<file path="src/rtl/alu_cond_writeback_pkg.sv">
// Shared ARM condition codes and default widths for the ALU writeback stage.
package alu_cond_writeback_pkg;
    localparam int DATA_W_DEF = 32;
    localparam int RD_W_DEF   = 4;
    localparam int CNT_W_DEF  = 16;

    localparam logic [3:0] COND_EQ = 4'b0000;
    localparam logic [3:0] COND_NE = 4'b0001;
    localparam logic [3:0] COND_AL = 4'b1110;
endpackage

</file>
<file path="src/rtl/alu_cond_writeback_if.sv">
// Handshake bus between the ALU (upstream) and the register-file/PC stage (downstream).
interface alu_cond_writeback_if #(
    parameter int DATA_W = 32,
    parameter int RD_W   = 4
);
    logic              in_valid;
    logic              in_ready;
    logic [DATA_W-1:0] in_result;
    logic              in_zflag;
    logic              in_flag_upd;
    logic [3:0]        in_cond;
    logic [RD_W-1:0]   in_rd;
    logic              in_reg_we;
    logic              in_mem_we;
    logic              in_pc_src;
    logic              out_valid;
    logic              out_ready;
    logic [DATA_W-1:0] out_result;
    logic [RD_W-1:0]   out_rd;
    logic              out_reg_we;
    logic              out_mem_we;
    logic              out_pc_src;

    modport slave (
        input  in_valid, in_result, in_zflag, in_flag_upd, in_cond, in_rd,
               in_reg_we, in_mem_we, in_pc_src, out_ready,
        output in_ready, out_valid, out_result, out_rd, out_reg_we, out_mem_we, out_pc_src
    );

    modport master (
        output in_valid, in_result, in_zflag, in_flag_upd, in_cond, in_rd,
               in_reg_we, in_mem_we, in_pc_src, out_ready,
        input  in_ready, out_valid, out_result, out_rd, out_reg_we, out_mem_we, out_pc_src
    );
endinterface

</file>
<file path="src/rtl/alu_cond_writeback_cond_check.sv">
// Combinational ARM condition evaluation against the current Z flag.
module cond_check
    import alu_cond_writeback_pkg::*;
(
    input  logic [3:0] cond,
    input  logic       z,
    output logic       pass,
    output logic       illegal
);
    always_comb begin
        pass    = 1'b0;
        illegal = 1'b0;
        case (cond)
            COND_EQ: pass = z;
            COND_NE: pass = !z;
            COND_AL: pass = 1'b1;
            default: illegal = 1'b1;
        endcase
    end
endmodule

</file>
<file path="src/rtl/alu_cond_writeback.sv">
// One-entry writeback register: holds the architectural Z flag, evaluates the
// condition field on accept and gates register/memory/PC write enables.
module alu_cond_writeback
    import alu_cond_writeback_pkg::*;
#(
    parameter int DATA_W = DATA_W_DEF,
    parameter int RD_W   = RD_W_DEF,
    parameter int CNT_W  = CNT_W_DEF
) (
    input  logic                 clk,
    input  logic                 rst_n,
    alu_cond_writeback_if.slave  bus,
    output logic                 z_flag,
    output logic                 cond_illegal,
    output logic [CNT_W-1:0]     squash_cnt
);
    localparam logic [CNT_W-1:0] CNT_MAX = '1;
    localparam logic [CNT_W-1:0] CNT_ONE = {{(CNT_W-1){1'b0}}, 1'b1};

    typedef struct packed {
        logic [DATA_W-1:0] result;
        logic [RD_W-1:0]   rd;
        logic              reg_we;
        logic              mem_we;
        logic              pc_src;
    } wb_t;

    wb_t  wb_q;
    logic vld_q;
    logic accept;
    logic pass;
    logic illegal;

    // Condition sees the flag as it stands before this instruction updates it.
    cond_check u_cond (
        .cond    (bus.in_cond),
        .z       (z_flag),
        .pass    (pass),
        .illegal (illegal)
    );

    assign bus.in_ready = !vld_q || bus.out_ready;
    assign accept       = bus.in_valid && bus.in_ready;

    always_ff @(posedge clk or negedge rst_n) begin
        if (!rst_n) begin
            vld_q        <= 1'b0;
            wb_q         <= '0;
            z_flag       <= 1'b0;
            cond_illegal <= 1'b0;
            squash_cnt   <= '0;
        end else begin
            cond_illegal <= accept && illegal;
            if (accept) begin
                vld_q       <= 1'b1;
                wb_q.result <= bus.in_result;
                wb_q.rd     <= bus.in_rd;
                wb_q.reg_we <= pass && bus.in_reg_we;
                wb_q.mem_we <= pass && bus.in_mem_we;
                wb_q.pc_src <= pass && bus.in_pc_src;
                if (pass && bus.in_flag_upd)
                    z_flag <= bus.in_zflag;
                if (!pass && squash_cnt != CNT_MAX)
                    squash_cnt <= squash_cnt + CNT_ONE;
            end else if (bus.out_ready) begin
                // Drained with nothing behind it: data may go stale, enables must not.
                vld_q       <= 1'b0;
                wb_q.reg_we <= 1'b0;
                wb_q.mem_we <= 1'b0;
                wb_q.pc_src <= 1'b0;
            end
        end
    end

    assign bus.out_valid  = vld_q;
    assign bus.out_result = wb_q.result;
    assign bus.out_rd     = wb_q.rd;
    assign bus.out_reg_we = wb_q.reg_we;
    assign bus.out_mem_we = wb_q.mem_we;
    assign bus.out_pc_src = wb_q.pc_src;
endmodule

</file>
<file path="src/flat_wrapper.sv">
// flat-port wrapper written by rule: the top's interface ports become plain ports
module alu_cond_writeback_flat import alu_cond_writeback_pkg::*;
#(
    parameter int DATA_W = DATA_W_DEF,
    parameter int RD_W   = RD_W_DEF,
    parameter int CNT_W  = CNT_W_DEF
)
  (clk, rst_n, z_flag, cond_illegal, squash_cnt, bus_in_valid, bus_in_result, bus_in_zflag, bus_in_flag_upd, bus_in_cond, bus_in_rd, bus_in_reg_we, bus_in_mem_we, bus_in_pc_src, bus_out_ready, bus_in_ready, bus_out_valid, bus_out_result, bus_out_rd, bus_out_reg_we, bus_out_mem_we, bus_out_pc_src);
  alu_cond_writeback_if #(.DATA_W(DATA_W), .RD_W(RD_W)) bus_i ();
  input  logic clk;
  input  logic rst_n;
  output logic z_flag;
  output logic cond_illegal;
  output logic [CNT_W-1:0] squash_cnt;
  input wire logic [$bits(bus_i.in_valid)-1:0] bus_in_valid;
  input wire logic [$bits(bus_i.in_result)-1:0] bus_in_result;
  input wire logic [$bits(bus_i.in_zflag)-1:0] bus_in_zflag;
  input wire logic [$bits(bus_i.in_flag_upd)-1:0] bus_in_flag_upd;
  input wire logic [$bits(bus_i.in_cond)-1:0] bus_in_cond;
  input wire logic [$bits(bus_i.in_rd)-1:0] bus_in_rd;
  input wire logic [$bits(bus_i.in_reg_we)-1:0] bus_in_reg_we;
  input wire logic [$bits(bus_i.in_mem_we)-1:0] bus_in_mem_we;
  input wire logic [$bits(bus_i.in_pc_src)-1:0] bus_in_pc_src;
  input wire logic [$bits(bus_i.out_ready)-1:0] bus_out_ready;
  output wire logic [$bits(bus_i.in_ready)-1:0] bus_in_ready;
  output wire logic [$bits(bus_i.out_valid)-1:0] bus_out_valid;
  output wire logic [$bits(bus_i.out_result)-1:0] bus_out_result;
  output wire logic [$bits(bus_i.out_rd)-1:0] bus_out_rd;
  output wire logic [$bits(bus_i.out_reg_we)-1:0] bus_out_reg_we;
  output wire logic [$bits(bus_i.out_mem_we)-1:0] bus_out_mem_we;
  output wire logic [$bits(bus_i.out_pc_src)-1:0] bus_out_pc_src;
  assign bus_i.in_valid = bus_in_valid;
  assign bus_i.in_result = bus_in_result;
  assign bus_i.in_zflag = bus_in_zflag;
  assign bus_i.in_flag_upd = bus_in_flag_upd;
  assign bus_i.in_cond = bus_in_cond;
  assign bus_i.in_rd = bus_in_rd;
  assign bus_i.in_reg_we = bus_in_reg_we;
  assign bus_i.in_mem_we = bus_in_mem_we;
  assign bus_i.in_pc_src = bus_in_pc_src;
  assign bus_i.out_ready = bus_out_ready;
  assign bus_in_ready = bus_i.in_ready;
  assign bus_out_valid = bus_i.out_valid;
  assign bus_out_result = bus_i.out_result;
  assign bus_out_rd = bus_i.out_rd;
  assign bus_out_reg_we = bus_i.out_reg_we;
  assign bus_out_mem_we = bus_i.out_mem_we;
  assign bus_out_pc_src = bus_i.out_pc_src;
  alu_cond_writeback #(.DATA_W(DATA_W), .RD_W(RD_W), .CNT_W(CNT_W)) u_core (.clk(clk), .rst_n(rst_n), .bus(bus_i), .z_flag(z_flag), .cond_illegal(cond_illegal), .squash_cnt(squash_cnt));
endmodule
</file>
<file path="config.mk">
export PLATFORM = sky130hd
export DESIGN_NAME = alu_cond_writeback_flat
export DESIGN_NICKNAME = d
export VERILOG_FILES = /design/src/rtl/alu_cond_writeback_pkg.sv /design/src/rtl/alu_cond_writeback_if.sv /design/src/rtl/alu_cond_writeback_cond_check.sv /design/src/rtl/alu_cond_writeback.sv /design/src/flat_wrapper.sv
export SDC_FILE = /design/constraint.sdc
export NUM_CORES = 1
export LEC_CHECK = 0
export ABC_AREA = 1
export ABC_CLOCK_PERIOD_IN_PS = 4420
export CAP_MARGIN = 20
export CORE_ASPECT_RATIO = 1.5
export CORE_UTILIZATION = 23
export CTS_BUF_LIST = sky130_fd_sc_hd__clkbuf_2 sky130_fd_sc_hd__clkbuf_4 sky130_fd_sc_hd__clkbuf_8
export CTS_CLUSTER_SIZE = 8
export DETAILED_ROUTE_END_ITERATION = 10
export PLACE_DENSITY = 0.47
export SYNTH_ARGS = -nofsm -noshare
export SYNTH_HDL_FRONTEND = slang
export SYNTH_SLANG_ARGS = --single-unit
export TNS_END_PERCENT = 20
</file>
<file path="constraint.sdc">
create_clock -name clk -period 4.42 [get_ports clk]
set_input_delay 1.105 -clock clk [delete_from_list [all_inputs] [get_ports clk]]
set_output_delay 1.105 -clock clk [all_outputs]
set_load 0.03 [all_outputs]
</file>
==> reports/qor.yml <==
floorplan:
  start_util_pct: 23.66
  die_h_um: 132.6
  die_area_sq_um: 11810
  fp.dieW_um: 89.08
  core_area_sq_um: 11060
  num_rows: 47
  ios: 108
setup_path:
  crit_path_end_kind: "primary output"
  crit_arrival_ns: 2.48
  r2r_slack_ns: 2.36
  r2r_start: "u_core.squash_cnt[0]"
  start_kind: "input pin"
  reg2reg_depth: 9
  cp_data_required_time_ns: 3.31
  rr_endpoint: "u_core.squash_cnt[12]"
  crit_end: "bus_in_ready"
  crit_start: "bus_out_ready"
  cp_max_fo: 4
  crit_type: "in2out"
global_routing:
  grt_antenna_before_repair: 0
  grt_start_max_net_pins: 44
  grt_pass1_vias: 2493
  grt_overflow_total: 0
  grt_pass1_wl_um: 12380
  grt_usage_pct: 14.27
timing:
  max_freq_mhz: 278.7
  setup_viol: 0
  period_share_pct: 81.17
  rsz0062_at_grt: "no"
  tightestPinTransition_ns: 0.5901
  tns_ns: 0
  finalCriticalPeriod_ns: 3.588
  finalMaxSlewViolations: 0
  hold_viol: 0
  hold_ws_ns: 0.4766
  finClkSkew_ns: 0.004062
  slew_headroom_pct: 60.51
detailed_routing:
  drt-total-wl_um: 7858
  routedWlPerCell_um: 13.16
  via_count: 2483
  drcViolationCount: 0
  via_per_inst: 4.159
  first_pass_iters: 4
  postRouteAntennaNets: 0
  first_iter_violations: 139
cts:
  postCtsSetupBuffers: 0
  clock_sinks: 58
  cts_max_path_buffers: 2
  cts_resized: 0
  clk_pin_slew_ns: 0.06
  cts_hold_buf: 0
  clock_latency_ns: 0.34
  cts-root-buf: "clkbuf_8"
  cts_made_buffers: 9
  cts_tree: "yes"
  htree_levels: 3
layout:
  final_cell_mix: "nand2_1, clkdlybuf4s50_1, dfrtp_1"
  final_common_cell: "nand2_1"
  final_util_pct: 36.40
  final_cells: 597
  post_route_cells_drive_above_1_share_pct: 6.000
  regArea_sq_um: 1451
  fill_cells: 1196
  antennaDiodeCount: 0
  syn2layout_area_growth_pct: 53.80
  nets: 496
  multiInputGateArea_sq_um: 1050
power:
  power_mw: 1.567
  switching_share_pct: 34.29
  vdd_drop_max_mv: 0.1133
  p_seq_share_pct: 41.8
  intPower_mw: 1.030
  power_leakage_nw: 1.915
  net-switching-power_uw: 537.3
  clockPowerShare_pct: 28.4
  power.density_nw_per_um2: 389.4
  power_frac_comb_pct: 29.7
run:
  drv_cap: 0
synth:
  syn_area_sq_um: 2616
  synth.distinct_cells: 18
  synth_fa_ha_area_share_pct: 0.4782
  synthMuxAreaShare_pct: 0
  synth_top_area_cell: "dfrtp_1"
  synth_top_area_share_pct: 55.48
  yosys-top-cells-area: "dfrtp_1, nand2_1, nor2_1, nand3_1, inv_1"
  synth_top_family_by_area: "simple AND/OR/NAND/NOR gates"
  synth-xor-area-share_pct: 2.678
  synth-seq-cells: 58
  syn_area_per_cell_sq_um: 7.833
  synthCells: 334
  synthSimpleGateAreaFrac_pct: 35.63
  syn_nets: 384
  synth_compound_gate_area_share_pct: 1.339
  yosys_warnings: 0
  ys_seq_area_share_pct: 55.48
worst_hold_path:
  min_path_type: "reg2reg"
  whs_path_depth: 2
place:
  hpwl_um: 5637
  place_congestion: 0.9359
  place_inst: 581
  port_buffers: 107
outcome:
  status: "complete, no violations"
synthesized netlist by cell type, drive strengths merged:
cell / instances
o21ai: 7
nand3b: 4
xnor2: 5
nand3: 12
nor2: 25
clkbuf: 1
nand2: 192
inv: 15
ha: 1
nand4: 2
dfrtp: 58
buf: 9
xor2: 3
worst min path at each step:
| stage | startpoint | end | slack [ns] |
|---|---|---|---|
| final | u_core.bus.out_result[23] | u_core.bus.out_result[23] | 0.48 |
| after global routing | u_core.bus.out_rd[2] | u_core.bus.out_rd[2] | 0.50 |
| after global placement | u_core.bus.out_result[17] | u_core.bus.out_result[17] | 0.46 |
| after floorplan | u_core.bus.out_result[10] | u_core.bus.out_result[10] | 0.66 |
| after CTS | u_core.bus.out_result[29] | u_core.bus.out_result[29] | 0.48 |
| after detailed placement | u_core.bus.out_result[23] | u_core.bus.out_result[23] | 0.47 |
layer usage:
layer  global-route usage (%)  wire (um)  part of all wire [%]
met1                    15.38       3201                    41
met2                    24.30       3954                    50
met3                    4.616        461                   5.9
met4                    7.319        242                   3.1
met5                        0          0                     0
registers in the layout, summed over array words and instances (netlist names):
signal                 cells
u_core.z_flag              1
u_core.bus.out_reg_we      1
u_core.bus.out_pc_src      1
u_core.cond_illegal        1
u_core.squash_cnt         16
u_core.bus.out_mem_we      1
u_core.bus.out_result     32
u_core.bus.out_rd          4
u_core.bus.out_valid       1
cell families after synthesis:
group	Yosys count
AND/OR/NAND/NOR	235
AO/OA/AOI/OAI	7
buffers and inverters	25
XOR/XNOR	8
adder cells (fa/ha/maj)	1
flip-flops	58
power by group through the flow:
stage,Sequential (mW),Clock (mW),Combinational (mW)
6_report,0.656,0.446,0.466
5_1_grt,0.665,0.492,0.502
4_1_cts,0.655,0.468,0.472
3_5_place_dp,0.663,0,0.472
3_3_place_gp,0.663,0,0.468
2_1_floorplan,0.790,0,0.111
critical path: stages:
cell	delay, ns
clkdlybuf4s50_1	0.47
inv_1	0.08
nand2_1	0.13
clkdlybuf4s50_1	0.70
area by class of cell:
class / count / share of cell area [%]
sequential: 58 / 36.07
timing repair buffer: 111 / 27.55
multi-input combinational: 251 / 26.09
tap: 147 / 4.571
clock buffer: 12 / 3.949
inverter: 15 / 1.399
clock inverter: 3 / 0.3731
per-stage QoR:
step           cell area [sq um]  worst slack (ns)
2_1_floorplan               2616             1.917
3_3_place_gp                3830            0.8214
3_5_place_dp                3830            0.8524
4_1_cts                     4004            0.8371
5_1_grt                     4024            0.7560
6_report                    4024            0.8325
Note: power is estimated with default switching activity, not from simulation.
